$ cat config.mk
export PLATFORM = sky130hd
export DESIGN_NAME = nano_ifetch
export DESIGN_NICKNAME = d
export VERILOG_FILES = /design/src/rtl/nano_ifetch.sv
export SDC_FILE = /design/constraint.sdc
export NUM_CORES = 1
export LEC_CHECK = 0
export ABC_AREA = 0
export BUFFER_PORTS_ARGS = -buffer_cell sky130_fd_sc_hd__buf_2
export CAP_MARGIN = 20
export CORE_AREA = 2 2 134 110
export CTS_CLUSTER_DIAMETER = 60
export DETAILED_ROUTE_END_ITERATION = 16
export DIE_AREA = 0 0 136 112
export PLACE_DENSITY_LB_ADDON = 0.3
export SLEW_MARGIN = 20
export SYNTH_ARGS = -nofsm -noshare
export SYNTH_HDL_FRONTEND = slang
export SYNTH_SLANG_ARGS = --single-unit
export TNS_END_PERCENT = 30
$ cat constraint.sdc
create_clock -name clock -period 5.8 [get_ports clock]
set_clock_uncertainty 0.15 [all_clocks]
set_input_delay 0.29 -clock clock [delete_from_list [all_inputs] [get_ports clock]]
set_output_delay 0.29 -clock clock [all_outputs]
set_load 0.02 [all_outputs]
$ cat src/rtl/nano_ifetch.sv
// rtl/nano_ifetch.sv - instruction prefetch buffer between the core fetch port and program memory
// NANO_IFETCH_PREFETCH_EN enables sequential speculative streaming; undefined fetches on demand only.
module nano_ifetch #(
  parameter int WIDTHIA = 10,
  parameter int WIDTHID = 32,
  parameter int DEPTH = 4,
  parameter logic [WIDTHIA-1:0] PCRESET = 'h4
) (
  input  logic               clock,
  input  logic               sreset,
  input  logic [WIDTHIA-1:0] c_address,
  input  logic               c_read,
  output logic               c_waitrequest,
  output logic [WIDTHID-1:0] c_readdata,
  output logic               c_readdatavalid,
  output logic [WIDTHIA-1:0] m_address,
  output logic               m_read,
  input  logic               m_waitrequest,
  input  logic [WIDTHID-1:0] m_readdata,
  input  logic               m_readdatavalid
);

  localparam int PW = $clog2(DEPTH);
  localparam int CW = $clog2(DEPTH + 1);

  logic [WIDTHID-1:0] fifo_mem [DEPTH];
  logic [PW-1:0]      rd_ptr, wr_ptr;
  logic [CW-1:0]      fifo_count, outstanding, discard;
  logic [WIDTHIA-1:0] head_addr;
  logic               req_stale;

  logic               hit, empty_wait, miss, accept, push, disc_dec, load, want;
  logic [CW-1:0]      count_nxt, out_nxt, disc_nxt;
  logic [WIDTHIA-1:0] head_nxt, base_addr;

`ifdef NANO_IFETCH_PREFETCH_EN
  localparam logic [CW:0]   DEPTH_OCC = (CW+1)'(DEPTH);
  localparam logic [CW-1:0] DEPTH_CNT = CW'(DEPTH);
  logic [WIDTHIA-1:0] fetch_addr;
  logic [CW:0]        occupancy;
`endif

  assign c_waitrequest = ~hit;

  always_comb begin
    hit        = c_read && (fifo_count != '0) && (c_address == head_addr);
    empty_wait = c_read && (fifo_count == '0) && (c_address == head_addr);
    miss       = c_read && !hit && !empty_wait;
    accept     = m_read && !m_waitrequest;
    disc_dec   = m_readdatavalid && (discard != '0);
    // a response landing on the flush cycle belongs to the old stream
    push       = m_readdatavalid && (discard == '0) && !miss;

    out_nxt   = outstanding + CW'(accept) - CW'(m_readdatavalid);
    count_nxt = miss ? '0 : fifo_count + CW'(push) - CW'(hit);
    // on a flush everything still in flight is stale, including this cycle's acceptance
    disc_nxt  = miss ? out_nxt : discard - CW'(disc_dec) + CW'(accept && req_stale);
    head_nxt  = miss ? c_address : (hit ? head_addr + WIDTHIA'(1) : head_addr);

    // a stalled request must stay on the bus until memory takes it
    load = !m_read || accept;
`ifdef NANO_IFETCH_PREFETCH_EN
    occupancy = {1'b0, count_nxt} + {1'b0, out_nxt} - {1'b0, disc_nxt};
    base_addr = miss ? c_address : fetch_addr;
    want      = (occupancy < DEPTH_OCC) && (out_nxt < DEPTH_CNT);
`else
    base_addr = head_nxt;
    want      = c_read && !hit && (count_nxt == '0) && (out_nxt == '0);
`endif
  end

  always_ff @(posedge clock or posedge sreset) begin
    if (sreset) begin
      rd_ptr          <= '0;
      wr_ptr          <= '0;
      fifo_count      <= '0;
      outstanding     <= '0;
      discard         <= '0;
      head_addr       <= PCRESET;
      req_stale       <= 1'b0;
      m_read          <= 1'b0;
      m_address       <= '0;
      c_readdata      <= '0;
      c_readdatavalid <= 1'b0;
    end else begin
      fifo_count      <= count_nxt;
      outstanding     <= out_nxt;
      discard         <= disc_nxt;
      head_addr       <= head_nxt;
      c_readdatavalid <= hit;
      if (hit) c_readdata <= fifo_mem[rd_ptr];

      if (miss) begin
        rd_ptr <= '0;
        wr_ptr <= '0;
      end else begin
        if (hit)  rd_ptr <= rd_ptr + PW'(1);
        if (push) wr_ptr <= wr_ptr + PW'(1);
      end

      if (load) begin
        m_read    <= want;
        req_stale <= 1'b0;
        if (want) m_address <= base_addr;
      end else begin
        req_stale <= req_stale || miss;
      end
    end
  end

`ifdef NANO_IFETCH_PREFETCH_EN
  always_ff @(posedge clock or posedge sreset) begin
    if (sreset) begin
      fetch_addr <= PCRESET;
    end else if (load) begin
      fetch_addr <= want ? base_addr + WIDTHIA'(1) : base_addr;
    end else if (miss) begin
      fetch_addr <= c_address;
    end
  end
`endif

  always_ff @(posedge clock) begin
    if (push) fifo_mem[wr_ptr] <= m_readdata;
  end

endmodule
After elaboration in Yosys (flattened, before gate mapping)
Memory sizes are Yosys's and may differ from the RTL's. A register that Yosys moved wholly into a read port is not among the register bits. Index checks and enable logic that the tools add are counted.

Add/subtract/negate cells: 9. Multipliers: 0. Div/mod/pow operators: 0. Order comparisons: 0. Equality and inequality tests: 1. Shift-type cells: 0. Muxes and demuxes: 11. Bitwise operators: 1. Reduce and logical (&&, ||, !) cells: 29.

Operators by type and width (number): $mux 10 (2); $logic_and 1x1->1 (13); $logic_not 3->1 (4); $add 10x1->10 const B (1); $eq 10x10->1 (1); $add 3x1->3 (3); $sub 3x1->3 (3); $mux 2 (4); $mux 3 (2); $reduce_bool 3->1 (2); $logic_not 1->1 (5); $add 2x1->2 const B (2); $reduce_bool 2->1 (2); $mux 1 (3); $logic_or 1x1->1 (2); $reduce_and 2->1 (1); $not 1->1 (1).

Register bits after elaboration: 36. Bits in latches: 0. RAM bits: 128. Memory bits (read-only): 0. Input bits: 47. Output and inout bits: 45. Word-level logic and storage cells: 62. Memories: 1.

Memory list: fifo_mem (depth 4, width 32, rd ports 1, clocked after Yosys merged registers in 1, write ports 1, line 26) `logic [WIDTHID-1:0] fifo_mem [DEPTH];`.

Logic depth before layout (Yosys ltp)
Gate-level depths: netlist (run 1).

Depth in word-level cells: 15. Gate-level depth with buffers: 18. Mapped depth without buffers: 15.

Worst setup path before layout (run 1)
Ideal clock, no wire load.

Kind: register to register. Start: register head_addr[2]. End: register m_address[0]. Setup time: 125 ps. Arrival: 4163 ps. Data required time: 5525 ps. Slack: 1362 ps. Cell stages (with the launch flop): 19. Buffers on the path: 3. Clock period less this slack: 4438 ps. Cells stage by stage: dfstp_2 -> buf_6 -> xnor2_2 -> nand4_2 -> o31ai_1 -> clkbuf_1 -> clkbuf_1 -> and2_1 -> inv_1 -> ha_1 -> inv_1 -> ha_1 -> fa_1 -> xnor2_1 -> xnor2_1 -> a22oi_1 -> a211o_1 -> a21oi_2 -> mux2_2.

Word-level cells in the longest chain between the ends: 14. Elaborated cells on any way between the ends: 18. Classes of those cells: add/sub (2); eq/ne (1); mux (3); reduce/logical (12).

RTL lines: from (decl) (line 29) `logic [WIDTHIA-1:0] head_addr;`; from (signal assigned) (line 89) `head_addr <= head_nxt;`; $eq 10x10->1 (*) (line 46, 47); $logic_and 1x1->1 (line 46) `hit = c_read && (fifo_count != '0) && (c_address == head_addr);`; $logic_not 1->1 (line 48, 68); $logic_and 1x1->1 (line 48, 68); $logic_and 1x1->1 (line 48) `miss = c_read && !hit && !empty_wait;`; $logic_not 1->1 (line 52) `push = m_readdatavalid && (discard == '0) && !miss;`; $logic_and 1x1->1 (line 52); $add 3x1->3 (line 55) `count_nxt = miss ? '0 : fifo_count + CW'(push) - CW'(hit);`; $sub 3x1->3 (line 55); $mux 3 (line 55); $logic_not 3->1 (line 68) `want = c_read && !hit && (count_nxt == '0) && (out_nxt == '0);`; $logic_and 1x1->1 (2 in series) (line 68); $reduce_and 2->1 (no source line); to (signal assigned) (line 104) `if (want) m_address <= base_addr;`; to (decl) (line 16) `output logic [WIDTHIA-1:0] m_address,`.

Mark *: on every way between the ends. The rest lies on a longest branch, timed or not. A chain may end at the register's enable or synchronous reset.

Final worst setup path (run 1)
Start: register head_addr[2]. End: register m_address[1].

The elaborated chain is that of the path after synthesis.

==> reports/results.tsv, run 1 <==
stage	metric	value	unit
logic_synthesis	synth_most_common_cell	edfxtp_1	
logic_synthesis	synth_edf_count	128	
die	ios	92	
sta	post-route-period-util	0.776	
layout	multi_input_area	0.00225	sq mm
route	wl_per_cell	18.7	um
logic_synthesis	synth_warnings	0	
layout	finalNetCount	697	
logic_synthesis	synth_top_cell_by_area	edfxtp_1	
worst_hold_path	min_path_type	in2async	
worst_setup_path	reg2regPathDepth	15	
power_and_ir_drop	irDropWorstVdd	0.000314	V
worst_setup_path	r2r_start	head_addr[2]	
global_routing	antenna_found_initial	0	
die	die_area	0.0152	sq mm
logic_synthesis	synth_area	0.00793	sq mm
worst_setup_path	cp-end-kind	register	
clocking	numCtsBuffers	17	
logic_synthesis	async_flop_share	0.347	
layout	fill_cells	977	
placement	place_ws	1.45	ns
placement	hpwl	8940	um
layout	final-seq-area	0.00555	sq mm
sta	slew_headroom	0.357	
worst_setup_path	worstSetupPathType	reg2reg	
worst_setup_path	cp_max_fo	10	
route	drt_pass1_iterations	5	
clocking	cts_root_buf	clkbuf_16	
global_routing	grt_max_degree	69	
global_routing	grt_pass1_wl	24800	um
clocking	cts_buffer_depth	2	
global_routing	overflow	0	
worst_setup_path	r2r_end	m_address[1]	
route	wirelength	15500	um
die	die_height	112	um
clocking	htreeDepth	4	
sta	finalCriticalPeriod	4.50	ns
die	core	0.0140	sq mm
run	maxCapViolations	0	
worst_setup_path	critical_path.startpoint	head_addr[2]	
sta	slew_violations	0	
logic_synthesis	synth_common_cells	edfxtp_1, nand2_1, dfrtp_1, mux4_2	
sta	worst_pin_slew	0.965	ns
power_and_ir_drop	internal_power	2.42	mW
route	postRouteAntennaNets	0	
logic_synthesis	synthFlopType	edfxtp_1	
worst_setup_path	crit_end	m_address[1]	
power_and_ir_drop	total_power	3.26	mW
clocking	clk_pin_slew	0.07	ns
sta	holdWs	-0.0137	ns
global_routing	grt.total_usage	0.221	
die	placement_rows	39	
die	die_x	136	um
worst_setup_path	cp.required	5.96	ns
logic_synthesis	synthTopCellsByArea	edfxtp_1, dfrtp_1, mux4_2	
clocking	tritoncts	built	
route	via_count	4635	
run_status	status	complete, but fails checks	
logic_synthesis	synth_area_per_cell	15.6	sq um
placement	portBuffers	91	
logic_synthesis	synth_top_area_frac	0.485	
layout	fin_util	0.681	
sta	worst_slack	1.30	ns
route	drc	0	
layout	antenna_cells	0	
clocking	ctsResizeCount	0	
layout	area_growth	19.8	%
power_and_ir_drop	switching_power	0.838	mW
sta	setup_viol	0	
logic_synthesis	syn-num-nets	570	
worst_setup_path	critPathArrivalTime	4.66	ns
die	initial_core_util	0.568	
power_and_ir_drop	swShare	0.257	
power_and_ir_drop	p_per_area	343	mW/mm^2
run_status	violations	hold timing	
sta	rsz0062_at_grt	false	
sta	fin_setup_tns	0	ns
worst_setup_path	setup.worst_path.start_class	register	
route	viasPerCell	5.56	
clocking	cts_sinks	196	
power_and_ir_drop	p_leak	3.82	nW
layout	drive_gt1_frac	0.293	
clocking	clkLatencyLatePin	0.43	ns
route	drt-initial-drc-count	289	
placement	gp_congestion	0.823	
sta	max_freq	222	MHz
logic_synthesis	postSynthCellCount	509	
global_routing	grt_pass1_vias	4796	
sta	hold_viol_final	14	
logic_synthesis	synth_cell_types	49	
power_and_ir_drop	pwr-share-comb	0.141	
power_and_ir_drop	clock_power_share	0.351	
worst_setup_path	ff2ff_setup_slack	1.30	ns
logic_synthesis	ys_ff_latch	196	
logic_synthesis	synth_seq_area_share	0.699	
power_and_ir_drop	power_frac_seq	0.508	
==> logic make-up after synthesis <==
kind of cell,count (synthesis),share of synthesized area
DFF,196,0.699
and+or+nand+nor,172,0.0988
muxes,46,0.111
buffers and inverters,37,0.0188
AOI/OAI and AO/OA,22,0.0194
xor gates and xnor gates,22,0.0281
adders and majority gates,14,0.0249
==> metrics by stage <==
| step | cells | area, sq um |
|---|---|---|
| after global placement | 768 | 8590 |
| final | 833 | 9500 |
| after global routing | 833 | 9500 |
| after CTS | 833 | 9500 |
| after floorplan | 509 | 7930 |
| after detailed placement | 768 | 8590 |
==> how the worst min path moves through the flow <==
stage | startpoint | depth (start not counted) | to
floorplan | m_readdata[0] | 0 | fifo_mem[0][0]
global placement | c_readdata[29] | 2 | c_readdata[29]
CTS | c_address[9] | 3 | head_addr[9]
detailed placement | c_readdata[0] | 2 | c_readdata[0]
finish | sreset | 3 | c_readdata[0]
global route | c_address[4] | 3 | head_addr[4]
==> layout make-up <==
cell class / count / area share
Clock buffer: 18 / 0.0462
Clock inverter: 14 / 0.0151
Inverter: 15 / 0.00593
Multi-Input combinational cell: 276 / 0.237
Sequential cell: 196 / 0.584
Tap cell: 184 / 0.0242
Timing Repair Buffer: 130 / 0.0875
==> flip-flops by register name, summed over array words and instances (netlist names), 2 cells and up <==
| signal | flops |
|---|---|
| fifo_mem | 128 |
| discard | 3 |
| c_readdata | 32 |
| m_address | 10 |
| wr_ptr | 2 |
| outstanding | 3 |
| fifo_count | 3 |
| head_addr | 10 |
| rd_ptr | 2 |
==> power by group through the flow <==
stage	clock (mW)	combinational, mW	sequential, mW
finish	1.15	0.460	1.65
global placement	0	0.429	1.68
CTS	1.16	0.465	1.66
global route	1.21	0.508	1.67
floorplan	0	0.273	1.71
detailed placement	0	0.441	1.68
==> placed cells by master (no fill, tap or decap), types with 3 or more instances in the layout <==
master / Yosys / routed
nor3_1: 4 / 4
dlygate4sd3_1: 0 / 33
and2_1: 4 / 4
mux2_2: 10 / 10
nand3_1: 8 / 8
nor4_1: 4 / 4
o31a_1: 3 / 3
and3_1: 7 / 3
nor2_1: 14 / 14
clkbuf_16: 0 / 17
or3_1: 3 / 3
xnor2_1: 16 / 16
buf_2: 2 / 91
o21ai_0: 3 / 3
inv_8: 0 / 4
and3_2: 0 / 4
dfrtp_1: 67 / 65
nand4_1: 3 / 3
buf_4: 0 / 6
edfxtp_1: 128 / 128
nand2_1: 111 / 111
inv_1: 15 / 14
xnor2_2: 4 / 4
mux4_2: 32 / 32
clkinv_4: 0 / 4
fa_1: 3 / 3
ha_1: 11 / 11
mux2i_1: 3 / 3
a21oi_1: 6 / 6
==> critical path: stages (launching register included) <==
cell and delay [ns]:
dfstp_2 0.60, xnor2_2 0.13, nand4_2 0.29, o31ai_1 0.40, and2_1 0.18, inv_1 0.04
ha_1 0.26, inv_1 0.04, ha_1 0.18, fa_1 0.39, xnor2_1 0.21, xnor2_1 0.18
a22oi_1 0.11, a211o_1 0.30, a21oi_2 0.53, mux2_2 0.41
==> what timing repair did <==
item,4_1_cts,5_1_grt
setup buffers,0,0
hold endpoints to repair,130,0
hold buffers,33,0
==> routing by layer <==
layer | wire length [um] | global-route usage
met5 | 0 | 0
met1 | 6470 | 0.290
met2 | 7850 | 0.361
met4 | 360 | 0.0965
met3 | 855 | 0.0483
Power figures use the tool's default switching activity.
==> run 2, diff against run 1 <==
==> constraint.sdc (replaced) <==
create_clock -name clock -period 4.3 [get_ports clock]
set_clock_uncertainty 0.15 [all_clocks]
set_input_delay 0.215 -clock clock [delete_from_list [all_inputs] [get_ports clock]]
set_output_delay 0.215 -clock clock [all_outputs]
set_load 0.02 [all_outputs]
==> reports/results.tsv, run 2 (same netlist as run 1, synthesis figures left out) <==
stage	metric	value	unit	change
die	die_area	0.0152	sq mm	unchanged
layout	top_register	fifo_mem		
worst_setup_path	setup.worst_path.start_class	input port		
global_routing	top_usage_layer	met2		
run_status	status	finished, final reports clean		
worst_setup_path	worstPathCellList	dlygate4sd3_1 > buf_2 > xnor2_1 > nand4_4 > or4_1 > inv_1 > ha_1 > inv_1 > ha_1 > fa_1 > xnor2_1 > xnor2_1 > a22oi_1 > a211o_1 > a21oi_4 > buf_12 > mux2_2		
global_routing	met3_usage	0.0537		+0.00546
clocking	clkLatencyLatePin	0.43	ns	about the same
placement	place_inst	769		+0.13%
global_routing	grt.total_usage	0.221		-0.000908
sta	worst_pin_slew	0.887	ns	-0.0784 ns
clocking	tritoncts	built		
die	placement_rows	39		unchanged
worst_setup_path	crit_top_cell	xnor2_1		
sta	finalCriticalPeriod	4.04	ns	
layout	final_common_cell	edfxtp_1		
placement	portBuffers	91		unchanged
worst_setup_path	cp-end-kind	register		
global_routing	grt_pass1_wl	24900	um	+0.39%
power_and_ir_drop	p_leak	3.88	nW	+1.5%
placement	gp_congestion	0.843		+2.4%
layout	largest_register_ff_count	128		unchanged
global_routing	grt_pass1_vias	4754		-0.88%
layout	finalNetCount	707		+1.4%
die	ios	92		unchanged
sta	slew_headroom	0.409		+0.0523
die	core	0.0140	sq mm	unchanged
layout	final-seq-area	0.00555	sq mm	unchanged
power_and_ir_drop	swShare	0.250		-0.00660
sta	worst_slack	0.260	ns	-1.04 ns
sta	setup_viol	0		unchanged
worst_setup_path	cp.required	4.46	ns	-1.50 ns
layout	fill_cells	989		+1.2%
clocking	htreeDepth	4		unchanged
power_and_ir_drop	p_per_area	465	mW/mm^2	+36%
layout	final_cell_mix	edfxtp_1, nand2_1, buf_2, dfrtp_1, dlygate4sd3_1		
sta	rsz0062_at_grt	false		
die	initial_core_util	0.568		unchanged
clocking	clk_pin_slew	0.07	ns	about the same
sta	holdWs	0.0302	ns	+0.0440 ns
global_routing	grt_max_degree	46		-33%
route	viasPerCell	5.50		-1.2%
worst_setup_path	cp_max_fo	10		unchanged
die	die_x	136	um	unchanged
worst_setup_path	worstSetupPathType	in2reg		
die	die_height	112	um	unchanged
power_and_ir_drop	power_frac_seq	0.499		-0.009
power_and_ir_drop	irDropWorstVdd	0.000354	V	+13%
global_routing	met1_usage	0.297		+0.00695
sta	post-route-period-util	0.940		
clocking	cts_root_buf	clkbuf_16		
power_and_ir_drop	internal_power	3.36	mW	+39%
clocking	numCtsBuffers	17		unchanged
clocking	ctsResizeCount	0		unchanged
global_routing	antenna_found_initial	0		unchanged
sta	slew_violations	0		unchanged
worst_hold_path	min_path_type	in2reg		
clocking	cts_buffer_depth	2		unchanged
sta	fin_setup_tns	0	ns	unchanged
layout	drive_gt1_frac	0.290		-0.00293
power_and_ir_drop	clock_power_share	0.357		+0.006
global_routing	overflow	0		unchanged
route	postRouteAntennaNets	0		unchanged
layout	reg.largest.list	fifo_mem x128, c_readdata x32		
route	drc	0		unchanged
worst_setup_path	crit_slowest_cell	or4_1		
route	drt-initial-drc-count	409		+42%
placement	place_ws	0.189	ns	-1.26 ns
layout	multi_input_area	0.00226	sq mm	+0.33%
worst_setup_path	cpPeakStageDelay	0.61	ns	about the same
worst_setup_path	critPathArrivalTime	4.20	ns	-0.46 ns
layout	area_growth	21.4	%	
run	maxCapViolations	0		unchanged
route	wirelength	15400	um	-0.93%
sta	max_freq	248	MHz	
clocking	cts_sinks	196		unchanged
layout	fin_cells	843		+1.2%
global_routing	grt.met2_usage	0.363		+0.00201
sta	hold_viol_final	0		-14
power_and_ir_drop	switching_power	1.12	mW	+34%
route	via_count	4633		-0.043%
placement	hpwl	9230	um	+3.3%
layout	fin_util	0.690		+0.00941
layout	antenna_cells	0		unchanged
power_and_ir_drop	total_power	4.48	mW	+37%
placement	place_area	0.00860	sq mm	+0.17%
layout	postLayoutCellArea	0.00963	sq mm	+1.4%
route	drt_pass1_iterations	5		unchanged
route	wl_per_cell	18.3	um	-2.1%
power_and_ir_drop	pwr-share-comb	0.144		+0.003
## run 2: cell types whose count changed in the layout (fill, tap and decap cells not counted), moves of 3 or more
cell / delta
dlygate4sd3_1: +8
inv_8: -3
inv_6: +5
clkinv_4: -4
## run 2: timing repair
action                     CTS  global route
setup endpoints to repair    0            10
hold endpoints to repair   180             0
setup buffers                0             1
hold buffers                41             0
## run 2: per-layer routing
layer | share of wire | routed length (um)
met4 | 0.0098 | 151
met3 | 0.052 | 800
met1 | 0.43 | 6580
met5 | 0 | 0
met2 | 0.51 | 7860
## run 2: final cells by class
cell class,count,area share
clock inverter,12,0.0147
sequential,196,0.576
inverter,15,0.00598
timing repair buffer,140,0.0974
clock buffer,20,0.0474
tap,184,0.0239
multi-input combinational,276,0.234
## run 2: worst max-delay path: cells and delay by family
kind,cells,cell delay [ns]
buffers and inverters,5,0.96
muxes,1,0.33
adders and majority gates,3,0.69
xor gates and xnor gates,3,0.60
and+or+nand+nor,2,0.82
AOI/OAI and AO/OA,3,0.57
## run 2: worst paths after layout
path                            depth (start not counted)  slack (ns)              to      startpoint
worst min register to register                          2        0.31  c_readdata[25]  c_readdata[25]
worst max-delay path                                   17        0.26    m_address[4]    c_address[9]
min in group asynchronous                               3        0.33  c_readdata[13]          sreset
worst min-delay path                                    3        0.03    head_addr[5]    c_address[5]
max in group asynchronous                               4        2.79       rd_ptr[1]          sreset
worst max register to register                         15        0.27    m_address[4]    head_addr[1]
## run 2: power groups by stage
stage	clock [mW]	sequential, mW	combinational, mW
floorplan	0	2.31	0.372
global placement	0	2.27	0.585
detailed placement	0	2.28	0.601
CTS	1.62	2.24	0.636
global route	1.70	2.25	0.707
finish	1.60	2.24	0.645
==> run 3, diff against run 2 <==
--- a/config.mk
+++ b/config.mk
@@ -8,10 +8,12 @@
 export ABC_AREA = 0
 export BUFFER_PORTS_ARGS = -buffer_cell sky130_fd_sc_hd__buf_2
 export CAP_MARGIN = 20
-export CORE_AREA = 2 2 134 110
+export CELL_PAD_IN_SITES_DETAIL_PLACEMENT = 0
+export CELL_PAD_IN_SITES_GLOBAL_PLACEMENT = 1
+export CORE_AREA = 2 2 146 119
 export CTS_CLUSTER_DIAMETER = 60
 export DETAILED_ROUTE_END_ITERATION = 16
-export DIE_AREA = 0 0 136 112
+export DIE_AREA = 0 0 148 121
 export PLACE_DENSITY_LB_ADDON = 0.3
 export SLEW_MARGIN = 20
 export SYNTH_ARGS = -nofsm -noshare
==> reports/results.tsv, run 3 (same netlist as run 1, synthesis figures left out) <==
stage	metric	value	unit	change
run_status	status	finished, final reports clean		
worst_hold_path	worstHoldPathCells	3		unchanged
clocking	cts_root_buf	clkbuf_16		
placement	place_inst	806		+4.8%
die	placement_rows	42		+7.7%
sta	setup_viol	0		unchanged
worst_setup_path	worstSetupPathType	in2reg		
worst_setup_path	worstPathCellList	dlygate4sd3_1 > buf_2 > xnor2_1 > nand4_4 > or4_1 > inv_1 > ha_1 > inv_1 > ha_1 > fa_1 > xnor2_1 > xnor2_1 > a22oi_1 > a211o_1 > a21oi_4 > buf_12 > mux2_2		
die	core	0.0164	sq mm	+17%
sta	finalCriticalPeriod	4.10	ns	+0.0634 ns
worst_setup_path	ff2ff_setup_slack	0.22	ns	-0.05 ns
placement	gp_congestion	0.840		-0.32%
die	die_height	121	um	+8.0%
placement	hpwl	9630	um	+4.3%
global_routing	grt.total_usage	0.191		-0.0298
die	die_x	148	um	+8.8%
worst_setup_path	cp-end-kind	register		
clocking	cts_sinks	196		unchanged
route	via_count	4593		-0.86%
power_and_ir_drop	p_per_area	464	mW/mm^2	-0.30%
sta	hold_viol_final	0		unchanged
route	drt_pass1_iterations	4		-1
clocking	htreeDepth	4		unchanged
worst_setup_path	crit_slowest_cell	or4_1		
layout	top_register	fifo_mem		
run	maxCapViolations	0		unchanged
layout	antenna_cells	0		unchanged
worst_setup_path	cp_max_fo	10		unchanged
worst_setup_path	critPathArrivalTime	4.26	ns	+0.06 ns
worst_setup_path	crit_top_cell	xnor2_1		
layout	final_cell_mix	edfxtp_1, nand2_1, buf_2, dfrtp_1, dlygate4sd3_1		
worst_setup_path	r2r_end	m_address[1]		
route	viasPerCell	5.22		-5.0%
power_and_ir_drop	irDropWorstVdd	0.000334	V	-5.6%
die	initial_core_util	0.484		-0.0846
worst_hold_path	min_path_type	in2reg		
die	die_area	0.0179	sq mm	+18%
worst_setup_path	setup.worst_path.start_class	input port		
global_routing	met1_usage	0.258		-0.0387
clocking	clkLatencyLatePin	0.42	ns	about the same
route	drt-initial-drc-count	317		-22%
sta	slew_headroom	0.388		-0.0211
layout	finalNetCount	708		+0.14%
route	wl_per_cell	18.1	um	-0.79%
route	wirelength	15900	um	+3.6%
global_routing	overflow	0		unchanged
global_routing	grt_pass1_vias	4817		+1.3%
global_routing	grt_max_degree	69		+50%
route	postRouteAntennaNets	0		unchanged
clocking	clk_pin_slew	0.07	ns	about the same
worst_setup_path	cpPeakStageDelay	0.59	ns	-0.02 ns
clocking	cts_buffer_depth	2		unchanged
global_routing	antenna_found_initial	0		unchanged
sta	max_freq	244	MHz	-1.5%
clocking	numCtsBuffers	17		unchanged
die	ios	92		unchanged
global_routing	grt_pass1_wl	25700	um	+3.1%
layout	final_common_cell	edfxtp_1		
sta	slew_violations	0		unchanged
route	drc	0		unchanged
sta	fin_setup_tns	0	ns	unchanged
worst_setup_path	r2r_start	head_addr[1]		
clocking	tritoncts	built		
placement	portBuffers	91		unchanged
global_routing	grt.met2_usage	0.311		-0.0524
global_routing	top_usage_layer	met2		
global_routing	met3_usage	0.0485		-0.00524
layout	fill_cells	1302		+32%
sta	worst_pin_slew	0.918	ns	+0.0316 ns
worst_hold_path	hold_end	head_addr[5]		
sta	post-route-period-util	0.954		+0.0147
worst_setup_path	reg2regPathDepth	15		unchanged
sta	rsz0062_at_grt	false		
layout	reg.largest.list	fifo_mem x128, c_readdata x32		
worst_setup_path	cp.required	4.46	ns	about the same
layout	fin_cells	880		+4.4%
worst_hold_path	worstHoldStart	c_address[5]		
layout	area_growth	22.2	%	
power_and_ir_drop	p_leak	3.87	nW	-0.22%
layout	drive_gt1_frac	0.289		-0.000439
layout	largest_register_ff_count	128		unchanged
run 3: area by class of cell:
type | count | area (sq um) | share of cell area
Inverter | 15 | 57.6 | 0.00594
Multi-Input combinational cell | 276 | 2260 | 0.233
Sequential cell | 196 | 5550 | 0.573
Clock buffer | 18 | 429 | 0.0443
Timing Repair Buffer | 141 | 946 | 0.0976
Tap cell | 220 | 275 | 0.0284
Clock inverter | 14 | 176 | 0.0182
run 3: layer usage:
metal / vias up / part of all wire
met5: - / 0
met4: 0 / 0.0096
met3: 13 / 0.050
met2: 118 / 0.49
met1: 2325 / 0.45
li1: 2137 / -
run 3: worst max-delay path by stage:
stage	startpoint	to
2_1_floorplan	head_addr[2]	m_address[0]
3_3_place_gp	head_addr[1]	m_address[6]
3_5_place_dp	head_addr[1]	m_address[1]
4_1_cts	head_addr[1]	m_address[1]
5_1_grt	c_address[9]	m_address[2]
6_report	c_address[9]	m_address[1]
run 3: metrics by stage:
step | power (mW) | worst slack (ns) | area, sq um | hold WS [ns] | util
after floorplan | 2.68 | 0.0223 | 7940 | 0.164 | -
after global placement | 2.86 | 0.299 | 8650 | 0.275 | 0.528
after detailed placement | 2.88 | 0.129 | 8650 | 0.282 | 0.528
after CTS | 4.52 | 0.107 | 9670 | 0.0334 | 0.590
after global routing | 4.69 | 0.0190 | 9690 | 0.0363 | 0.591
final | 4.49 | 0.197 | 9690 | 0.0510 | 0.591
run 3: power breakdown:
group          switching [mW]  internal, mW  leakage (nW)  total [mW]
combinational           0.331         0.312          1.55       0.643
clock                   0.692         0.923         0.282        1.61
sequential             0.0917          2.14          2.04        2.24
run 3: worst max-delay path, delay by kind of cell:
| family | cells | cell delay (ns) |
|---|---|---|
| AO/OA/AOI/OAI | 3 | 0.58 |
| XOR/XNOR | 3 | 0.64 |
| adder cells (fa/ha/maj) | 3 | 0.70 |
| buffers and inverters | 5 | 0.96 |
| multiplexers | 1 | 0.33 |
| AND/OR/NAND/NOR | 2 | 0.81 |
run 3: timing repair:
action                                  4_1_cts  5_1_grt
hold buffers                                 41        0
endpoints found under the hold margin       204        0
endpoints found under the setup margin        0       10
resized for setup                             0        0
buffers inserted                              0        1
